==> src/rtl/alu_share_pkg.sv <==
// Shared op codes, FSM encoding and operand/result records for the ALU sharing controller.
// Optional statistics are enabled by defining ALU_SHARE_STATS_EN.
package alu_share_pkg;

  localparam int ALU_W = 8;

  localparam logic [2:0] ALU_ADD = 3'd0;
  localparam logic [2:0] ALU_NOT = 3'd1;
  localparam logic [2:0] ALU_AND = 3'd2;
  localparam logic [2:0] ALU_OR  = 3'd3;
  localparam logic [2:0] ALU_ASR = 3'd4;
  localparam logic [2:0] ALU_SHL = 3'd5;
  localparam logic [2:0] ALU_EQ  = 3'd6;
  localparam logic [2:0] ALU_NE  = 3'd7;

  typedef enum logic [1:0] {
    IDLE = 2'd0,
    EXEC = 2'd1,
    RESP = 2'd2
  } state_e;

  typedef struct packed {
    logic [2:0]       sel;
    logic [ALU_W-1:0] a;
    logic [ALU_W-1:0] b;
  } alu_op_t;

  typedef struct packed {
    logic [ALU_W-1:0] f;
    logic             ovf;
    logic             branch;
  } alu_rsp_t;

endpackage

==> src/rtl/alu_share_ctrl_if.sv <==
// Request/response bundle between NUM_REQ requesters (master) and the ALU sharing controller (slave).
interface alu_share_ctrl_if
  import alu_share_pkg::*;
#(
  parameter int NUM_REQ = 2
);
  logic [NUM_REQ-1:0]       req_valid;
  logic [NUM_REQ-1:0]       req_ready;
  logic [3*NUM_REQ-1:0]     req_sel;
  logic [ALU_W*NUM_REQ-1:0] req_a;
  logic [ALU_W*NUM_REQ-1:0] req_b;
  logic [NUM_REQ-1:0]       rsp_valid;
  logic [NUM_REQ-1:0]       rsp_ready;
  logic [ALU_W-1:0]         rsp_f;
  logic                     rsp_ovf;
  logic                     rsp_branch;
  logic                     busy;

  modport master (
    output req_valid, req_sel, req_a, req_b, rsp_ready,
    input  req_ready, rsp_valid, rsp_f, rsp_ovf, rsp_branch, busy
  );

  modport slave (
    input  req_valid, req_sel, req_a, req_b, rsp_ready,
    output req_ready, rsp_valid, rsp_f, rsp_ovf, rsp_branch, busy
  );
endinterface

==> src/rtl/alu_share_ctrl_rr_arbiter.sv <==
// Combinational round-robin arbiter: first requester at or above rr_ptr (with wrap) wins.
module rr_arbiter
  import alu_share_pkg::*;
#(
  parameter  int NUM_REQ = 2,
  localparam int PTR_W   = $clog2(NUM_REQ)
) (
  input  logic [NUM_REQ-1:0] req,
  input  logic [PTR_W-1:0]   rr_ptr,
  output logic [NUM_REQ-1:0] gnt,
  output logic [PTR_W-1:0]   gnt_idx,
  output logic               gnt_any
);
  always_comb begin
    gnt_idx = '0;
    gnt_any = 1'b0;
    // scan farthest-first so the closest requester to rr_ptr is written last
    for (int k = NUM_REQ - 1; k >= 0; k--) begin
      if (req[(int'(rr_ptr) + k) % NUM_REQ]) begin
        gnt_idx = PTR_W'((int'(rr_ptr) + k) % NUM_REQ);
        gnt_any = 1'b1;
      end
    end
    gnt = gnt_any ? (NUM_REQ'(1) << gnt_idx) : '0;
  end
endmodule

==> src/rtl/eightbit_alu.sv <==
// Combinational 8-bit signed ALU: arithmetic, logic, shifts and compare-for-branch.
module eightbit_alu
  import alu_share_pkg::*;
(
  input  logic signed [ALU_W-1:0] a,
  input  logic signed [ALU_W-1:0] b,
  input  logic        [2:0]       sel,
  output logic signed [ALU_W-1:0] f,
  output logic                    ovf,
  output logic                    take_branch
);
  always_comb begin
    f           = '0;
    ovf         = 1'b0;
    take_branch = 1'b0;
    case (sel)
      ALU_ADD: begin
        f   = a + b;
        // same-sign operands producing an opposite-sign sum
        ovf = (a[ALU_W-1] == b[ALU_W-1]) && (f[ALU_W-1] != a[ALU_W-1]);
      end
      ALU_NOT: f = ~b;
      ALU_AND: f = a & b;
      ALU_OR:  f = a | b;
      ALU_ASR: f = {a[ALU_W-1], a[ALU_W-1:1]};
      ALU_SHL: f = {a[ALU_W-2:0], 1'b0};
      ALU_EQ:  take_branch = (a == b);
      ALU_NE:  take_branch = (a != b);
      default: f = '0;
    endcase
  end
endmodule

==> src/rtl/alu_share_ctrl.sv <==
// Round-robin sharing of one eightbit_alu among NUM_REQ requesters: accept, execute, respond.
// Define ALU_SHARE_STATS_EN to add saturating op/overflow counters.
module alu_share_ctrl
  import alu_share_pkg::*;
#(
  parameter  int NUM_REQ = 2,
  localparam int PTR_W   = $clog2(NUM_REQ)
) (
  input  logic              clk,
  input  logic              reset,
  alu_share_ctrl_if.slave   bus
`ifdef ALU_SHARE_STATS_EN
  ,
  output logic [15:0]       stat_ops,
  output logic [7:0]        stat_ovf
`endif
);
  state_e             state_q,     state_d;
  logic [PTR_W-1:0]   rr_ptr_q,    rr_ptr_d;
  logic [PTR_W-1:0]   owner_q,     owner_d;
  alu_op_t            op_q,        op_d;
  alu_rsp_t           rsp_q,       rsp_d;
  logic [NUM_REQ-1:0] rsp_valid_q, rsp_valid_d;
  logic               busy_q,      busy_d;

  logic [NUM_REQ-1:0] gnt;
  logic [PTR_W-1:0]   gnt_idx;
  logic               gnt_any;
  logic [ALU_W-1:0]   alu_f;
  logic               alu_ovf;
  logic               alu_br;
  logic               rsp_hs;

  rr_arbiter #(.NUM_REQ(NUM_REQ)) u_arb (
    .req     (bus.req_valid),
    .rr_ptr  (rr_ptr_q),
    .gnt     (gnt),
    .gnt_idx (gnt_idx),
    .gnt_any (gnt_any)
  );

  // the ALU only ever sees the latched operands
  eightbit_alu u_alu (
    .a           (op_q.a),
    .b           (op_q.b),
    .sel         (op_q.sel),
    .f           (alu_f),
    .ovf         (alu_ovf),
    .take_branch (alu_br)
  );

  assign rsp_hs = (state_q == RESP) && bus.rsp_ready[owner_q];

  always_comb begin
    state_d     = state_q;
    rr_ptr_d    = rr_ptr_q;
    owner_d     = owner_q;
    op_d        = op_q;
    rsp_d       = rsp_q;
    rsp_valid_d = rsp_valid_q;
    busy_d      = busy_q;
    case (state_q)
      IDLE: begin
        if (gnt_any) begin
          owner_d  = gnt_idx;
          op_d.sel = bus.req_sel[3*int'(gnt_idx) +: 3];
          op_d.a   = bus.req_a[ALU_W*int'(gnt_idx) +: ALU_W];
          op_d.b   = bus.req_b[ALU_W*int'(gnt_idx) +: ALU_W];
          busy_d   = 1'b1;
          state_d  = EXEC;
        end
      end
      EXEC: begin
        rsp_d.f      = alu_f;
        rsp_d.ovf    = alu_ovf;
        rsp_d.branch = alu_br;
        rsp_valid_d  = NUM_REQ'(1) << owner_q;
        state_d      = RESP;
      end
      RESP: begin
        if (rsp_hs) begin
          rsp_valid_d = '0;
          busy_d      = 1'b0;
          rr_ptr_d    = (int'(owner_q) == NUM_REQ - 1) ? '0 : owner_q + PTR_W'(1);
          state_d     = IDLE;
        end
      end
      default: state_d = IDLE;
    endcase
  end

`ifdef ALU_SHARE_STATS_EN
  logic [15:0] stat_ops_q, stat_ops_d;
  logic [7:0]  stat_ovf_q, stat_ovf_d;

  always_comb begin
    stat_ops_d = stat_ops_q;
    stat_ovf_d = stat_ovf_q;
    if (rsp_hs && stat_ops_q != 16'hFFFF) stat_ops_d = stat_ops_q + 16'd1;
    if (rsp_hs && rsp_q.ovf && stat_ovf_q != 8'hFF) stat_ovf_d = stat_ovf_q + 8'd1;
  end

  always_ff @(posedge clk) begin
    if (reset) begin
      stat_ops_q <= '0;
      stat_ovf_q <= '0;
    end else begin
      stat_ops_q <= stat_ops_d;
      stat_ovf_q <= stat_ovf_d;
    end
  end

  assign stat_ops = stat_ops_q;
  assign stat_ovf = stat_ovf_q;
`endif

  always_ff @(posedge clk) begin
    if (reset) begin
      state_q     <= IDLE;
      rr_ptr_q    <= '0;
      owner_q     <= '0;
      op_q        <= '0;
      rsp_q       <= '0;
      rsp_valid_q <= '0;
      busy_q      <= 1'b0;
    end else begin
      state_q     <= state_d;
      rr_ptr_q    <= rr_ptr_d;
      owner_q     <= owner_d;
      op_q        <= op_d;
      rsp_q       <= rsp_d;
      rsp_valid_q <= rsp_valid_d;
      busy_q      <= busy_d;
    end
  end

  // accept is combinational so a waiting requester transfers in its first IDLE cycle
  assign bus.req_ready  = (state_q == IDLE) ? gnt : '0;
  assign bus.rsp_valid  = rsp_valid_q;
  assign bus.rsp_f      = rsp_q.f;
  assign bus.rsp_ovf    = rsp_q.ovf;
  assign bus.rsp_branch = rsp_q.branch;
  assign bus.busy       = busy_q;

endmodule

==> src/flat_wrapper.sv <==
// flat-port wrapper written by rule: the top's interface ports become plain ports
module alu_share_ctrl_flat import alu_share_pkg::*;
#(
  parameter  int NUM_REQ = 2,
  localparam int PTR_W   = $clog2(NUM_REQ)
)
  (clk, reset, bus_req_valid, bus_req_sel, bus_req_a, bus_req_b, bus_rsp_ready, bus_req_ready, bus_rsp_valid, bus_rsp_f, bus_rsp_ovf, bus_rsp_branch, bus_busy);
  alu_share_ctrl_if #(.NUM_REQ(NUM_REQ)) bus_i ();
  input  logic clk;
  input  logic reset;
  input wire logic [$bits(bus_i.req_valid)-1:0] bus_req_valid;
  input wire logic [$bits(bus_i.req_sel)-1:0] bus_req_sel;
  input wire logic [$bits(bus_i.req_a)-1:0] bus_req_a;
  input wire logic [$bits(bus_i.req_b)-1:0] bus_req_b;
  input wire logic [$bits(bus_i.rsp_ready)-1:0] bus_rsp_ready;
  output wire logic [$bits(bus_i.req_ready)-1:0] bus_req_ready;
  output wire logic [$bits(bus_i.rsp_valid)-1:0] bus_rsp_valid;
  output wire logic [$bits(bus_i.rsp_f)-1:0] bus_rsp_f;
  output wire logic [$bits(bus_i.rsp_ovf)-1:0] bus_rsp_ovf;
  output wire logic [$bits(bus_i.rsp_branch)-1:0] bus_rsp_branch;
  output wire logic [$bits(bus_i.busy)-1:0] bus_busy;
  assign bus_i.req_valid = bus_req_valid;
  assign bus_i.req_sel = bus_req_sel;
  assign bus_i.req_a = bus_req_a;
  assign bus_i.req_b = bus_req_b;
  assign bus_i.rsp_ready = bus_rsp_ready;
  assign bus_req_ready = bus_i.req_ready;
  assign bus_rsp_valid = bus_i.rsp_valid;
  assign bus_rsp_f = bus_i.rsp_f;
  assign bus_rsp_ovf = bus_i.rsp_ovf;
  assign bus_rsp_branch = bus_i.rsp_branch;
  assign bus_busy = bus_i.busy;
  alu_share_ctrl #(.NUM_REQ(NUM_REQ)) u_core (.clk(clk), .reset(reset), .bus(bus_i));
endmodule
==> config.mk <==
export PLATFORM = sky130hd
export DESIGN_NAME = alu_share_ctrl_flat
export DESIGN_NICKNAME = d
export VERILOG_FILES = /design/src/rtl/alu_share_pkg.sv /design/src/rtl/alu_share_ctrl_if.sv /design/src/rtl/alu_share_ctrl_rr_arbiter.sv /design/src/rtl/eightbit_alu.sv /design/src/rtl/alu_share_ctrl.sv /design/src/flat_wrapper.sv
export SDC_FILE = /design/constraint.sdc
export NUM_CORES = 1
export LEC_CHECK = 0
export ABC_AREA = 1
export CORE_ASPECT_RATIO = 1.1
export CORE_MARGIN = 2
export CORE_UTILIZATION = 40
export CTS_CLUSTER_SIZE = 40
export DETAILED_ROUTE_END_ITERATION = 12
export MAX_ROUTING_LAYER = met4
export PLACE_DENSITY_LB_ADDON = 0.25
export REMOVE_ABC_BUFFERS = 1
export SYNTH_ARGS = -nofsm -noshare
export SYNTH_HDL_FRONTEND = slang
export SYNTH_HIERARCHICAL = 1
export SYNTH_SLANG_ARGS = --single-unit
==> constraint.sdc <==
create_clock -name clk -period 2.05 [get_ports clk]
set_clock_uncertainty 0.2 [all_clocks]
set_input_delay 0.3075 -clock clk [delete_from_list [all_inputs] [get_ports clk]]
set_output_delay 0.3075 -clock clk [all_outputs]
set_load 0.03 [all_outputs]
# After elaboration in Yosys (flattened, before gate mapping)
# Index checks and enable logic that the tools add are counted.
# Widths: inputs -> output; s select.
dict set report word_totals {
  regBits 36
  input_bits 44
  output_inout_bits 15
  word_cells 77
}
dict set report op_classes {
  add_sub_neg 3
  n_mul 1
  order_cmp 3
  eq_ne 15
  shifts 5
  n_mux 24
  n_bitwise 4
  n_reduce_logical 11
}
# operator n
set op_table {}
lappend op_table {{$pmux 8 s6} 1}
lappend op_table {{$shiftx 16x5->8} 2}
lappend op_table {{$shiftx 6x32->3} 1}
lappend op_table {{$mux 1} 15}
lappend op_table {{$eq 3x3->1 const B} 4}
lappend op_table {{$add 8x8->8} 1}
lappend op_table {{$and 8x8->8} 1}
lappend op_table {{$eq 8x8->1} 1}
lappend op_table {{$mux 2} 4}
lappend op_table {{$ne 8x8->1} 1}
lappend op_table {{$not 8->8} 1}
lappend op_table {{$or 8x8->8} 1}
lappend op_table {{$reduce_and 2->1} 4}
lappend op_table {{$eq 3x2->1 const B} 2}
lappend op_table {{$pmux 2 s3} 1}
lappend op_table {{$lt 1x2->1 const B} 2}
lappend op_table {{$ne 2x1->1 const B} 2}
lappend op_table {{$pmux 1 s2} 2}
lappend op_table {{$pmux 2 s2} 1}
lappend op_table {{$reduce_bool 2->1} 2}
lappend op_table {{$shl 1x1->2 const A} 2}
lappend op_table {{$eq 3x1->1 const B} 1}
lappend op_table {{$logic_not 3->1} 1}
lappend op_table {{$lt 2x3->1 const B} 1}
lappend op_table {{other kinds (10)} 12}

# Logic depth before layout (Yosys ltp)
# Gate-level depths: netlist (run 1).
dict set report logic_depth {
  depth_word 10
  mapped_depth 11
}

# Cells and area by module
# Netlist (run 1), hierarchy kept.
# module instances cells_per_inst area_each_um2 seq_area_each_um2
set by_module_without_submodules {}
lappend by_module_without_submodules {alu_share_ctrl 1 229 1565.3 720.7}
lappend by_module_without_submodules {eightbit_alu 1 195 959.7 0.0}
lappend by_module_without_submodules {rr_arbiter 1 7 30.0 0.0}

# Least setup slack after synthesis (run 1)
# Ideal clock, no wire load.
dict set report synth_timing {
  path_kind {reg-to-reg}
  from {reg u_core/op_q[13] (netlist bit)}
  to {reg u_core.rsp_q (netlist bit u_core/bus.rsp_ovf)}
  arrival_ns 1.377
  required_ns 1.734
  path_slack_ns 0.357
  path_stages_with_launch 11
  period_less_slack_ns 1.693
  cell_sequence {dfxtp_1 > inv_1 > ha_1 > nand2_1 > inv_1 > a21oi_1 > nand2_1 > nor2_1 > nor2_1 > nor2_1 > nor2_1}
}
dict set report synth_between {
  elab_chain_len 4
}
# element line
set synth_rtl {}
lappend synth_rtl {{start: declaration} alu_share_ctrl.sv:21} ;# alu_op_t op_q, op_d;
lappend synth_rtl {{start signal: assignment} alu_share_ctrl.sv:130} ;# op_q <= op_d;
lappend synth_rtl {{$add 8x8->8} eightbit_alu.sv:18} ;# f = a + b;
lappend synth_rtl {{$ne 1x1->1} eightbit_alu.sv:20} ;# ovf = (a[ALU_W-1] == b[ALU_W-1]) && (f[ALU_W-1] != a[ALU_W-1]);
lappend synth_rtl {{$logic_and 1x1->1} eightbit_alu.sv:20}
lappend synth_rtl {{$mux 1} eightbit_alu.sv:16} ;# case (sel)
lappend synth_rtl {{net u_core.alu_ovf} alu_share_ctrl.sv:30} ;# logic alu_ovf;
lappend synth_rtl {{end signal: assignment} alu_share_ctrl.sv:131} ;# rsp_q <= rsp_d;
lappend synth_rtl {{end: declaration} alu_share_ctrl.sv:22} ;# alu_rsp_t rsp_q, rsp_d;
# The timed path passes the listed nets, and every way through them passes these cells.
# A chain may end at the register's enable or synchronous reset.

# Worst setup path after layout (run 1)
dict set report layout_timing {
  from {reg u_core/op_q[3] (netlist bit)}
  to {reg u_core.rsp_q (netlist bit u_core/bus.rsp_ovf)}
}
# The elaborated chain is that of the path after synthesis.

==> impl_summary.md, run 1 <==
Synth
Counting flops with an async set or reset pin after synthesis yields a share of 0%. The count of state elements after synthesis is 36. The most common cell in the netlist is sky130_fd_sc_hd__nand2_1.

The number of synthesis warnings is 6. Of the post-synthesis cell area, the dominant cell type holds 28.2%. After synthesis, the cell types taking the most area are sky130_fd_sc_hd__dfxtp_1, sky130_fd_sc_hd__nand2_1, sky130_fd_sc_hd__inv_1.

In this run, distinct cell masters in the synthesized netlist total 22. In the synthesized netlist the dominant register cell turns out to be sky130_fd_sc_hd__dfxtp_1. Counting flops with a built-in enable in the synthesized netlist gives 0. The biggest area contributor in the post-synthesis netlist is sky130_fd_sc_hd__dfxtp_1. The synthesized instance count is 431. In this run the cell area of the synthesized design comes to 2550 µm².

By count the netlist is led by sky130_fd_sc_hd__nand2_1, sky130_fd_sc_hd__inv_1, sky130_fd_sc_hd__nor2_1, sky130_fd_sc_hd__o21ai_0, sky130_fd_sc_hd__dfxtp_1. The share of the yosys chip area belonging to registers is 28.2%. A synthesized cell averages 5.93 µm².

Die
For this design the top-level I/O count stands at 59. After floorplanning, the core was divided into 30 placement rows. The floorplan step set the die width to 80.2 µm.

The floorplan die height is 87.8 µm. The area of the die is 7040 µm². For this configuration, the core starts out at a cell density of 41.3%. After floorplanning, the core was sized to cover 6190 µm².

Setup path
STA puts the critical path data required time at 2.04 ns. For the worst flop-to-flop path, the logic depth is 11. The largest single stage delay on the critical path is 0.39 ns.

The end of the worst register-to-register path is u_core/bus.rsp_ovf. The arrival time reported for the critical path endpoint is 1.85 ns. The worst setup path is captured at a flip-flop. Traced cell by cell, the critical path runs through inv_1, ha_1, nand2_1, nor2_1, nand3_1, nand2_1, nand2_1, nand2_1, nor2_1, nor2_1, nor2_1. The setup check on the worst reg-to-reg path leaves a slack of 0.19 ns. Among all stages on the critical path, the largest delay is contributed by sky130_fd_sc_hd__dfxtp_1. The startpoint type of the worst setup path is a flip-flop.

The largest fanout of any net on the critical path is 6. The startpoint-to-endpoint class of the critical path is flip-flop to flip-flop. In this run the critical register-to-register path is launched from u_core/op_q[3].

Finish
The final design area excluding fillers is 3400 µm². The repair_antennas step left the layout with diodes totalling 0. The post-synthesis to final-layout area growth is 33.1%. Of the cells placed in the final design, the portion with a size suffix greater than 1 is 7.06%. The number of nets in the layout is 556.

STA
In this run the tightest slew margin relative to its limit is 73.0%. The final cycle utilization of the critical path is 90.6%. Subtracting the final worst setup slack from the clock period gives 1.86 ns.

The minimum hold slack is 0.269 ns. The final hold violation count is 0. The highest attainable clock frequency is 0.538 GHz. The slew at the pin closest to its max-slew limit is 0.405 ns.

Setup repair after global routing left no endpoint under its margin. The final-report max-slew violation count is 0. The final setup violation count is 0.

Job
Max-cap violations in this run came to 0.

Routing
The detailed-route via count is 2677. After detailed routing, the total wire length is 6.36 mm. The detail-routed net length per standard cell is 11.0 µm. The pre-antenna-repair detailed-routing pass consisted of 4 iterations. The count of antenna-violating nets left after detailed routing is 0. For this run, design rule violations remaining after detail routing come to 0. The detail-routed via count per cell is 4.65. The detailed router finished its first iteration with 177 violations.

Clock tree
TritonCTS built the clock tree. For the worst-skew pair, the clock arrives at the later sink with an insertion delay of 0.29 ns. For this design, the sink count on the clock tree is 36.

The number of buffers between clock root and the deepest sink is 2. Hold repair after CTS inserted 0 buffers. In this run, CTS created clock tree buffers numbering 5. In this run, post-CTS repair resized a total of 0 instances. CTS built an H-tree with a depth of 2.

The number of post-CTS setup repair buffers is 0. Clock-pin slew was measured on the worst setup and hold paths at 0.08 ns. The root buffer cell is sky130_fd_sc_hd__clkbuf_8.

Hold path
The min-delay analysis places its worst path in the category flip-flop to flip-flop. The worst hold path stage count is 2. The startpoint identified for the worst hold timing path is u_core/bus.rsp_valid[1]. The endpoint with the worst hold slack is u_core/bus.rsp_valid[1].

Pwr
The power per standard cell area is 651 nW/µm². Summed over all cells, the static leakage comes to 1.64 nW. The worst-case vdd ir drop is 0.000286 V.

Global routing
Entering global routing, the biggest net connects 40 pins. The overflow left after global routing is 0. The overall global routing resource usage is 20.0%. The first-pass GRT wire length is 10.7 mm. The initial antenna violation count is 0. The number of global-route vias before repair is 2360.

Status
The flow ran to the end, and the final reports show no timing, DRC or antenna violations.

Placed design
The post-placement cell area is 3260 µm². The congestion estimate from routability-driven global placement came to 0.953. Detailed placement finished with a half-perimeter wire length of 5.13 mm. The count of buffers added on input and output ports is 58.
## layer usage
layer,wire [µm],track usage (%),share of wire (%),vias to the layer above
met4,114,6.63,1.8,0
met3,260,3.51,4.1,10
met1,3120,26.8,49,1151
met2,2860,30.4,45,59
li1,-,-,-,1457
met5,0,-,0,-
## flip-flops by register name, summed over array words and instances, names as in the netlist
name / flops
u_core/owner_q: 1
u_core/state_q: 2
u_core/op_q: 19
u_core/bus.rsp_valid: 2
u_core/bus.rsp_branch: 1
u_core/bus.rsp_ovf: 1
u_core/rr_ptr_q: 1
u_core/bus.rsp_f: 8
u_core/bus.busy: 1
## report_power, final
part	switching [mW]	internal [mW]	leakage (nW)
clock	0.270	0.360	0.0541
sequential	0.0484	0.770	0.296
combinational	0.441	0.322	1.29
total	0.760	1.45	1.64
## worst max-delay path, delay by kind of cell, from the launching register on
family	cells	cell delay, ns
simple gates	9	0.74
buf+inv	1	0.06
fa+ha+maj	1	0.37
flops	1	0.39
## worst max-delay path by stage
| stage | start | cells past startpoint | slack (ns) | to |
|---|---|---|---|---|
| after global placement | u_core/op_q[13] | 10 | 0.18 | u_core/bus.rsp_ovf |
| after floorplan | u_core/rr_ptr_q | 5 | -0.25 | u_core/op_q[0] |
| after CTS | u_core/op_q[13] | 10 | 0.13 | u_core/bus.rsp_f[7] |
| final | u_core/op_q[3] | 11 | 0.19 | u_core/bus.rsp_ovf |
| after detailed placement | u_core/op_q[13] | 10 | 0.15 | u_core/bus.rsp_f[7] |
| after global routing | u_core/op_q[2] | 10 | 0.008 | u_core/bus.rsp_f[7] |
## cells in the final DEF, fill, tap and decap left out, types with 2 or more instances in the layout
cell type / synthesis / layout
sky130_fd_sc_hd__nand3_1: 27 / 27
sky130_fd_sc_hd__a21oi_2: 0 / 2
sky130_fd_sc_hd__o22ai_1: 3 / 3
sky130_fd_sc_hd__ha_4: 0 / 2
sky130_fd_sc_hd__inv_1: 73 / 73
sky130_fd_sc_hd__clkbuf_8: 0 / 5
sky130_fd_sc_hd__dfxtp_1: 36 / 36
sky130_fd_sc_hd__a21oi_1: 29 / 27
sky130_fd_sc_hd__nand4_1: 3 / 3
sky130_fd_sc_hd__buf_4: 3 / 14
sky130_fd_sc_hd__nor2_1: 48 / 48
sky130_fd_sc_hd__nor3_1: 3 / 3
sky130_fd_sc_hd__inv_2: 3 / 3
sky130_fd_sc_hd__nor2_2: 2 / 2
sky130_fd_sc_hd__nand2_1: 130 / 130
sky130_fd_sc_hd__o21ai_0: 39 / 39
sky130_fd_sc_hd__clkdlybuf4s50_1: 0 / 56
sky130_fd_sc_hd__ha_1: 17 / 15
## cell type report
class	count	area [µm²]
fill	658	2790
multi-input combinational	304	1490
sequential	36	721
timing repair buffer	71	686
inverter	77	292
tap	80	100
clock buffer	5	68.8
clock inverter	3	42.5
## per-stage QoR
step / setup TNS [ns] / setup slack [ns] / util (%) / power (mW) / std cells
floorplan: -4.90 / -0.248 / - / 1.28 / 417
global placement: 0 / 0.183 / 52.6 / 1.58 / 568
global route: 0 / 0.00819 / 54.9 / 2.37 / 576
CTS: 0 / 0.131 / 54.4 / 2.21 / 576
finish: 0 / 0.193 / 54.9 / 2.21 / 576
detailed placement: 0 / 0.152 / 52.6 / 1.58 / 568
## cells by family after synthesis
| logic type | share of synthesized area (%) |
|---|---|
| DFF | 28.2 |
| buffers and inverters | 14.7 |
| and+or+nand+nor | 34.7 |
| AOI/OAI and AO/OA | 14.1 |
| adders and majority gates | 8.33 |
(Power assumes the default switching activity.)
==> run 2, diff against run 1 <==
--- a/config.mk
+++ b/config.mk
@@ -8,12 +8,13 @@
 export ABC_AREA = 1
 export CORE_ASPECT_RATIO = 1.1
 export CORE_MARGIN = 2
-export CORE_UTILIZATION = 40
+export CORE_UTILIZATION = 45
 export CTS_CLUSTER_SIZE = 40
 export DETAILED_ROUTE_END_ITERATION = 12
 export MAX_ROUTING_LAYER = met4
-export PLACE_DENSITY_LB_ADDON = 0.25
+export PLACE_DENSITY = 0.8
 export REMOVE_ABC_BUFFERS = 1
+export SLEW_MARGIN = 20
 export SYNTH_ARGS = -nofsm -noshare
 export SYNTH_HDL_FRONTEND = slang
 export SYNTH_HIERARCHICAL = 1
==> run 2 against run 1 <==
Effect of this change: setup slack got worse by 0.011 ns; register-to-register slack hardly changed; sequential share of layout area grew 0.46 points; utilization rose by 6.5 points; critical path type unchanged.
==> impl_summary.md, run 2 (synthesized netlist as in run 1, its figures left out) <==
STA
Summed over all failing endpoints, the final setup total negative slack is 0 ns. The final hold violation count came to 0. The worst pin sits at a relative slew slack of 76.3%. Setup repair after global routing left no endpoint under its margin. The final-report max-slew violation count was 0. Setup violations remaining at the end of the flow were counted as 0. In the finished design, the share of the clock period the worst path needs comes to 91.1%.

The slew at the pin closest to its max-slew limit is 0.355 ns. The highest attainable clock frequency is 0.535 GHz. For the finished layout, the period the worst path requires is 1.87 ns. The least setup slack across all paths after layout is 0.182 ns.

Clock tree
The number of post-CTS setup repair buffers is 0. The root buffer cell is sky130_fd_sc_hd__clkbuf_8. The H-tree generated during clock tree synthesis spans 2 levels. TritonCTS built the clock tree.

Buffers inserted during clock tree synthesis total 5. Counting every sink on the clock net gives 36. The clock insertion delay at the later pin of the skew report is 0.28 ns. The clock-pin transition on the worst setup and hold timing paths is 0.08 ns. The number of buffers between clock root and the deepest sink is 2.

Die
The area of the die is 6300 µm². The die is 83.0 µm tall. The die width is 75.8 µm.

The I/O pin count is 59. The core region area is 5430 µm². The site row count is 28. The initial utilization of the core area, before any placement, comes to 47.1%.

Finish
The sequential cells in the finished layout cover a total of 722 µm². In the layout the commonest cells are sky130_fd_sc_hd__nand2_1, sky130_fd_sc_hd__inv_1, sky130_fd_sc_hd__clkdlybuf4s50_1. The total area of multi-input combinational cells is 1470 µm². The register with the most flip-flops in the layout has 19 of them.

Fill cells in the final layout number 546. The most common cell after layout, fill and taps aside is sky130_fd_sc_hd__nand2_1. The post-route netlist has 6.11% of its cells at a drive strength greater than 1.

u_core/op_q holds more flip-flops than any other register. At the end of the flow the core is filled with cells to 61.4%. The post-synthesis to final-layout area growth is 30.5%.

The repair_antennas step left the layout with diodes totalling 0. The number of nets in the layout is 551.

Global routing
The initial antenna violation count is 0. The overall global routing resource usage is 21.8%. Entering global routing, the biggest net connects 40 pins. Global routing finished with a remaining overflow of 0. The first global-routing pass estimated 10.8 mm of wire. The number of global-route vias before repair is 2450.

Setup path
The number of buffers and inverters on the critical path is 1. Data on the critical path arrives at its endpoint at 1.85 ns. Among cell families on the critical path, the largest total delay comes from simple AND/OR/NAND/NOR gates. In this run the register-to-register setup slack is 0.18 ns. The endpoint kind of the worst setup timing path is a flip-flop. The stage delay of the slowest cell on the critical path is 0.39 ns.

The data required time of the critical path is 2.03 ns. For this design, the slowest cell found on the critical path is sky130_fd_sc_hd__dfxtp_1. The worst setup path is launched from a flip-flop. The largest fanout of any net on the critical path is 6. The signal on the critical path passes through inv_1, ha_1, nand2_1, nor2_1, nand3_1, nand2_1, nand2_1, nand2_1, nor2_1, nor2_1, nor2_1.

For the worst flop-to-flop path, the logic depth is 11. The end of the worst register-to-register path is u_core/bus.rsp_ovf. The setup path with the least slack is of type flip-flop to flip-flop. The startpoint of the worst-slack reg-to-reg timing path is u_core/op_q[3].

Routing
The total met2 wirelength after detailed routing is 3.06 mm. The met3 wire length is 258 µm. The detailed-route via count is 2694. The sum of routed wire length over all layers is 6.37 mm.

The first TritonRoute pass finished after 4 iterations. In the final routed layout, each cell accounts on average for 11.3 µm. For this run, design rule violations remaining after detail routing come to 0. The first-iteration detailed-routing DRC count is 155.

In this run the top signal layer used is met4. The detail-routed via count per cell is 4.76. The count of antenna-violating nets left after detailed routing is 0.

For this block, wires on met1 add up to 2.98 mm.

Hold path
The endpoint with the worst hold slack is u_core/op_q[9]. The worst hold-check path type is flip-flop to flip-flop. The launch point of the worst hold path is u_core/op_q[9]. The worst hold path passes through 2 cells.

Placed design
Input and output buffers added on the ports amount to 58. The post-detailed-placement half-perimeter wirelength is 4.97 mm. The worst setup slack before clock tree synthesis is 0.182 ns.

Routability-driven placement finished with a final weighted congestion of 0.890.

Status
The flow ran to the end, and the final reports show no timing, DRC or antenna violations.

Pwr
Summed over all cells, the static leakage comes to 1.61 nW. Dividing total power by cell area gives a power density of 659 nW/µm². The worst-case vdd ir drop is 0.000464 V. After layout, the design draws a total of 2.20 mW.

Job
The max-capacitance violation count is 0.
## run 2: where the power goes
group          internal [mW]  switching, mW  leakage [nW]
clock                  0.360          0.276        0.0541
sequential             0.770         0.0529         0.297
combinational          0.304          0.434          1.26
total                   1.43          0.763          1.61
## run 2: how the worst max path moves through the flow
| stage | from | endpoint | cells past startpoint |
|---|---|---|---|
| after global placement | bus_req_valid[1] | u_core/op_q[15] | 8 |
| final | u_core/op_q[3] | u_core/bus.rsp_ovf | 11 |
| after floorplan | u_core/rr_ptr_q | u_core/op_q[0] | 5 |
| after CTS | u_core/op_q[5] | u_core/bus.rsp_ovf | 11 |
| after global routing | u_core/op_q[3] | u_core/bus.rsp_ovf | 11 |
| after detailed placement | bus_req_valid[1] | u_core/op_q[5] | 8 |
## run 2: through the flow
step	instances	hold WS, ns	area, µm²
6_report	566	0.286	3330
5_1_grt	566	0.315	3330
4_1_cts	566	0.289	3330
3_5_place_dp	558	0.277	3220
3_3_place_gp	558	0.258	3220
2_1_floorplan	417	0.177	2470
## run 2: tightest hold or removal path, cell delays in order (launching register included)
cell                      delay, ns
sky130_fd_sc_hd__dfxtp_1       0.33
sky130_fd_sc_hd__nand2_1       0.06
sky130_fd_sc_hd__a21oi_1       0.05
## run 2: cell type report
type / count / share of cell area (%)
Multi-Input combinational cell: 304 / 44.0
Sequential cell: 36 / 21.7
Timing Repair Buffer: 66 / 19.4
Inverter: 77 / 8.75
Tap cell: 75 / 2.82
Clock buffer: 5 / 2.06
Clock inverter: 3 / 1.28
## run 2: routing by layer
layer	GRT usage (%)	vias up
li1	-	1446
met1	28.8	1168
met2	34.5	72
met3	3.03	8
met4	5.58	0
met5	-	-
## run 2: repair_timing
item	4_1_cts	5_1_grt
hold buffers	0	0
endpoints found under the setup margin	0	3
gates resized for setup	0	3
==> run 3, diff against run 2 <==
--- a/config.mk
+++ b/config.mk
@@ -6,7 +6,6 @@
 export NUM_CORES = 1
 export LEC_CHECK = 0
 export ABC_AREA = 1
-export CORE_ASPECT_RATIO = 1.1
 export CORE_MARGIN = 2
 export CORE_UTILIZATION = 45
 export CTS_CLUSTER_SIZE = 40
==> run 3 against run 2 <==
Effect of this change: die area about the same; worst hold slack worse by 0.019 ns; total power about the same; final cell count down 0.53%; sequential power up 0.6%; cell area up 0.30%; register-to-register slack worse by 0.06 ns; utilization down 0.67 points; critical path type unchanged; largest cell class unchanged.
==> impl_summary.md, run 3 (synthesized netlist as in run 1, its figures left out) <==
Global routing
The first-pass GRT wire length is 11.2 mm. The initial antenna violation count was 0. Global routing used 23.0% of the available tracks across all layers. The number of global-route vias before repair is 2560. Entering global routing, the biggest net connects 40 pins. The total overflow left after global routing is 0.

Finish
For this run, the number of standard cells in the final layout without fillers is 563. The layout has 560 filler cells. Counting flops per register, the top entry is u_core/op_q. The register with the most flip-flops in the layout has 19 of them.

Cells with a size suffix above 1 make up 6.52% of the layout. The sequential cells in the finished layout cover a total of 723 µm². Leaving out fill and tap cells, the most frequent cell in the layout is sky130_fd_sc_hd__nand2_1. The multi-input combinational cells in the finished layout cover a total of 1480 µm². The area growth from synthesis to layout is 30.9%. The utilization of the core after routing is 60.7%. For this run, the post-layout net count is 551. The library cells used most frequently in the layout, excluding fill and tap cells, are sky130_fd_sc_hd__nand2_1, sky130_fd_sc_hd__inv_1, sky130_fd_sc_hd__clkdlybuf4s50_1. The number of antenna diodes in the final layout is 0.

Hold path
The worst hold path stage count is 2. The endpoint with the worst hold slack is u_core/bus.rsp_valid[1]. The path class of the tightest hold or removal check is flip-flop to flip-flop. The launch point of the worst hold path is u_core/bus.rsp_valid[1].

Status
The run finished with clean final reports.

Setup path
The most common cell type on the critical path is sky130_fd_sc_hd__nand2_1. The endpoint kind of the worst setup timing path is a flip-flop. The depth of the most critical reg-to-reg path is 11. Traced cell by cell, the critical path runs through inv_1, ha_1, inv_1, nand2_1, nand3_1, nand2_1, nand2_1, nand2_1, nor2_1, nor2_1, nor2_1. The slowest library cell on the worst path is sky130_fd_sc_hd__dfxtp_1.

At the worst endpoint, the required time is 2.03 ns. In this design, the stage delay of the slowest critical-path cell is 0.37 ns. Along the worst path, the maximum fanout reaches 4. Across all register-to-register paths, the minimum setup slack is 0.12 ns. The critical path in this run is classified as flip-flop to flip-flop. The end of the worst register-to-register path is u_core/bus.rsp_ovf. The startpoint of the worst-slack reg-to-reg timing path is u_core/op_q[2].

STA puts the critical path data arrival time at 1.91 ns. The worst setup path is launched from a flip-flop.

Clock tree
The number of buffers created by CTS is 5. The clock-pin transition on the worst setup and hold timing paths is 0.08 ns. The number of post-CTS setup repair buffers is 0. The number of levels the H-tree was split into is 2. The root buffer cell is sky130_fd_sc_hd__clkbuf_8. TritonCTS built the clock tree. The later pin in the worst-skew pair is clocked with a latency of 0.29 ns. The clock passes through at most 2 buffers.

Clock tree synthesis found a total of 36 sinks.

Routing
In the final routed layout, each cell accounts on average for 11.5 µm. The pre-antenna-repair detailed-routing pass consisted of 4 iterations. The count of antenna-violating nets left after detailed routing is 0. The detailed-route via count is 2735. The detailed router finished its first iteration with 144 violations. The routed design has 6.49 mm of wire. The detail-routed via count per cell is 4.86. After detailed routing, the number of remaining DRC violations is 0.

Placed design
The post-detailed-placement half-perimeter wirelength is 5.10 mm. Including well taps, the total number of placed cells is 555. Routability-driven placement finished with a final weighted congestion of 0.884.

Port buffering added 58 buffers.

Pwr
The leakage power is 1.61 nW. The worst-case vdd ir drop is 0.000396 V. Overall power consumption after layout is estimated at 2.20 mW. The power per standard cell area is 658 nW/µm².

STA
The final setup violation count is 0. Subtracting the final worst setup slack from the clock period gives 1.93 ns. The final hold violation count was 0. The slew at the pin closest to its max-slew limit is 0.396 ns. The final-report max-slew violation count is 0. The final cycle utilization of the critical path is 94.0%. Headroom to the max-slew limit came out at 73.6%. The highest attainable clock frequency is 0.519 GHz.

Die
The die width is 79.4 µm. The die covers 6300 µm². The I/O pin count is 59. The region available for standard cell placement spans 5510 µm². The initial core utilization is 46.4%.

The floorplan has 27 rows. The floorplan die height is 79.4 µm.

Job
The max-capacitance violation count is 0.
==> run 3: cell counts in the layout (fill, tap and decap cells not counted) <==
No cell type changed its count.
==> run 3: power breakdown <==
group	internal (mW)	switching (mW)
registers	0.771	0.0576
clock network	0.360	0.266
logic	0.309	0.435
total	1.44	0.759
==> run 3: through the flow <==
step                area, µm²  hold slack [ns]  setup TNS (ns)  setup WS [ns]
detailed placement       3210            0.260               0          0.170
finish                   3340            0.268               0          0.123
floorplan                2470            0.177           -4.90         -0.248
global route             3340            0.286        -0.00145       -0.00145
CTS                      3320            0.273               0          0.167
global placement         3210            0.251               0          0.201
==> run 3: final cells by class <==
cell class,count,area share [%]
Multi-Input combinational cell,304,44.2
Sequential cell,36,21.6
Timing Repair Buffer,66,19.4
Inverter,77,8.72
Tap cell,72,2.69
Clock buffer,5,2.06
Clock inverter,3,1.27
==> run 3: critical path, delay by kind of cell (launching register included) <==
kind,cells,cell delay [ns]
simple gates,8,0.72
fa+ha+maj,1,0.36
buf+inv,2,0.18
flops,1,0.37
==> run 3: metal layers <==
metal / wire length (µm) / global-route usage (%) / up-vias
met5: 0 / - / -
met4: 72 / 6.90 / 0
met3: 328 / 3.41 / 6
met2: 3070 / 38.2 / 75
met1: 3030 / 29.1 / 1202
li1: - / - / 1452
==> run 3: worst max path at each step <==
stage / from / endpoint / depth (start not counted)
6_report: u_core/op_q[2] / u_core/bus.rsp_ovf / 11
5_1_grt: u_core/op_q[2] / u_core/bus.rsp_ovf / 11
4_1_cts: u_core/op_q[13] / u_core/bus.rsp_f[7] / 10
3_5_place_dp: u_core/op_q[13] / u_core/bus.rsp_f[7] / 10
3_3_place_gp: bus_req_valid[0] / u_core/op_q[11] / 7
2_1_floorplan: u_core/rr_ptr_q / u_core/op_q[0] / 5
==> run 3: what timing repair did <==
item,4_1_cts,5_1_grt
hold buffers,0,0
setup endpoints to repair,0,1
resized for setup,0,5
endpoints found under the hold margin,0,0
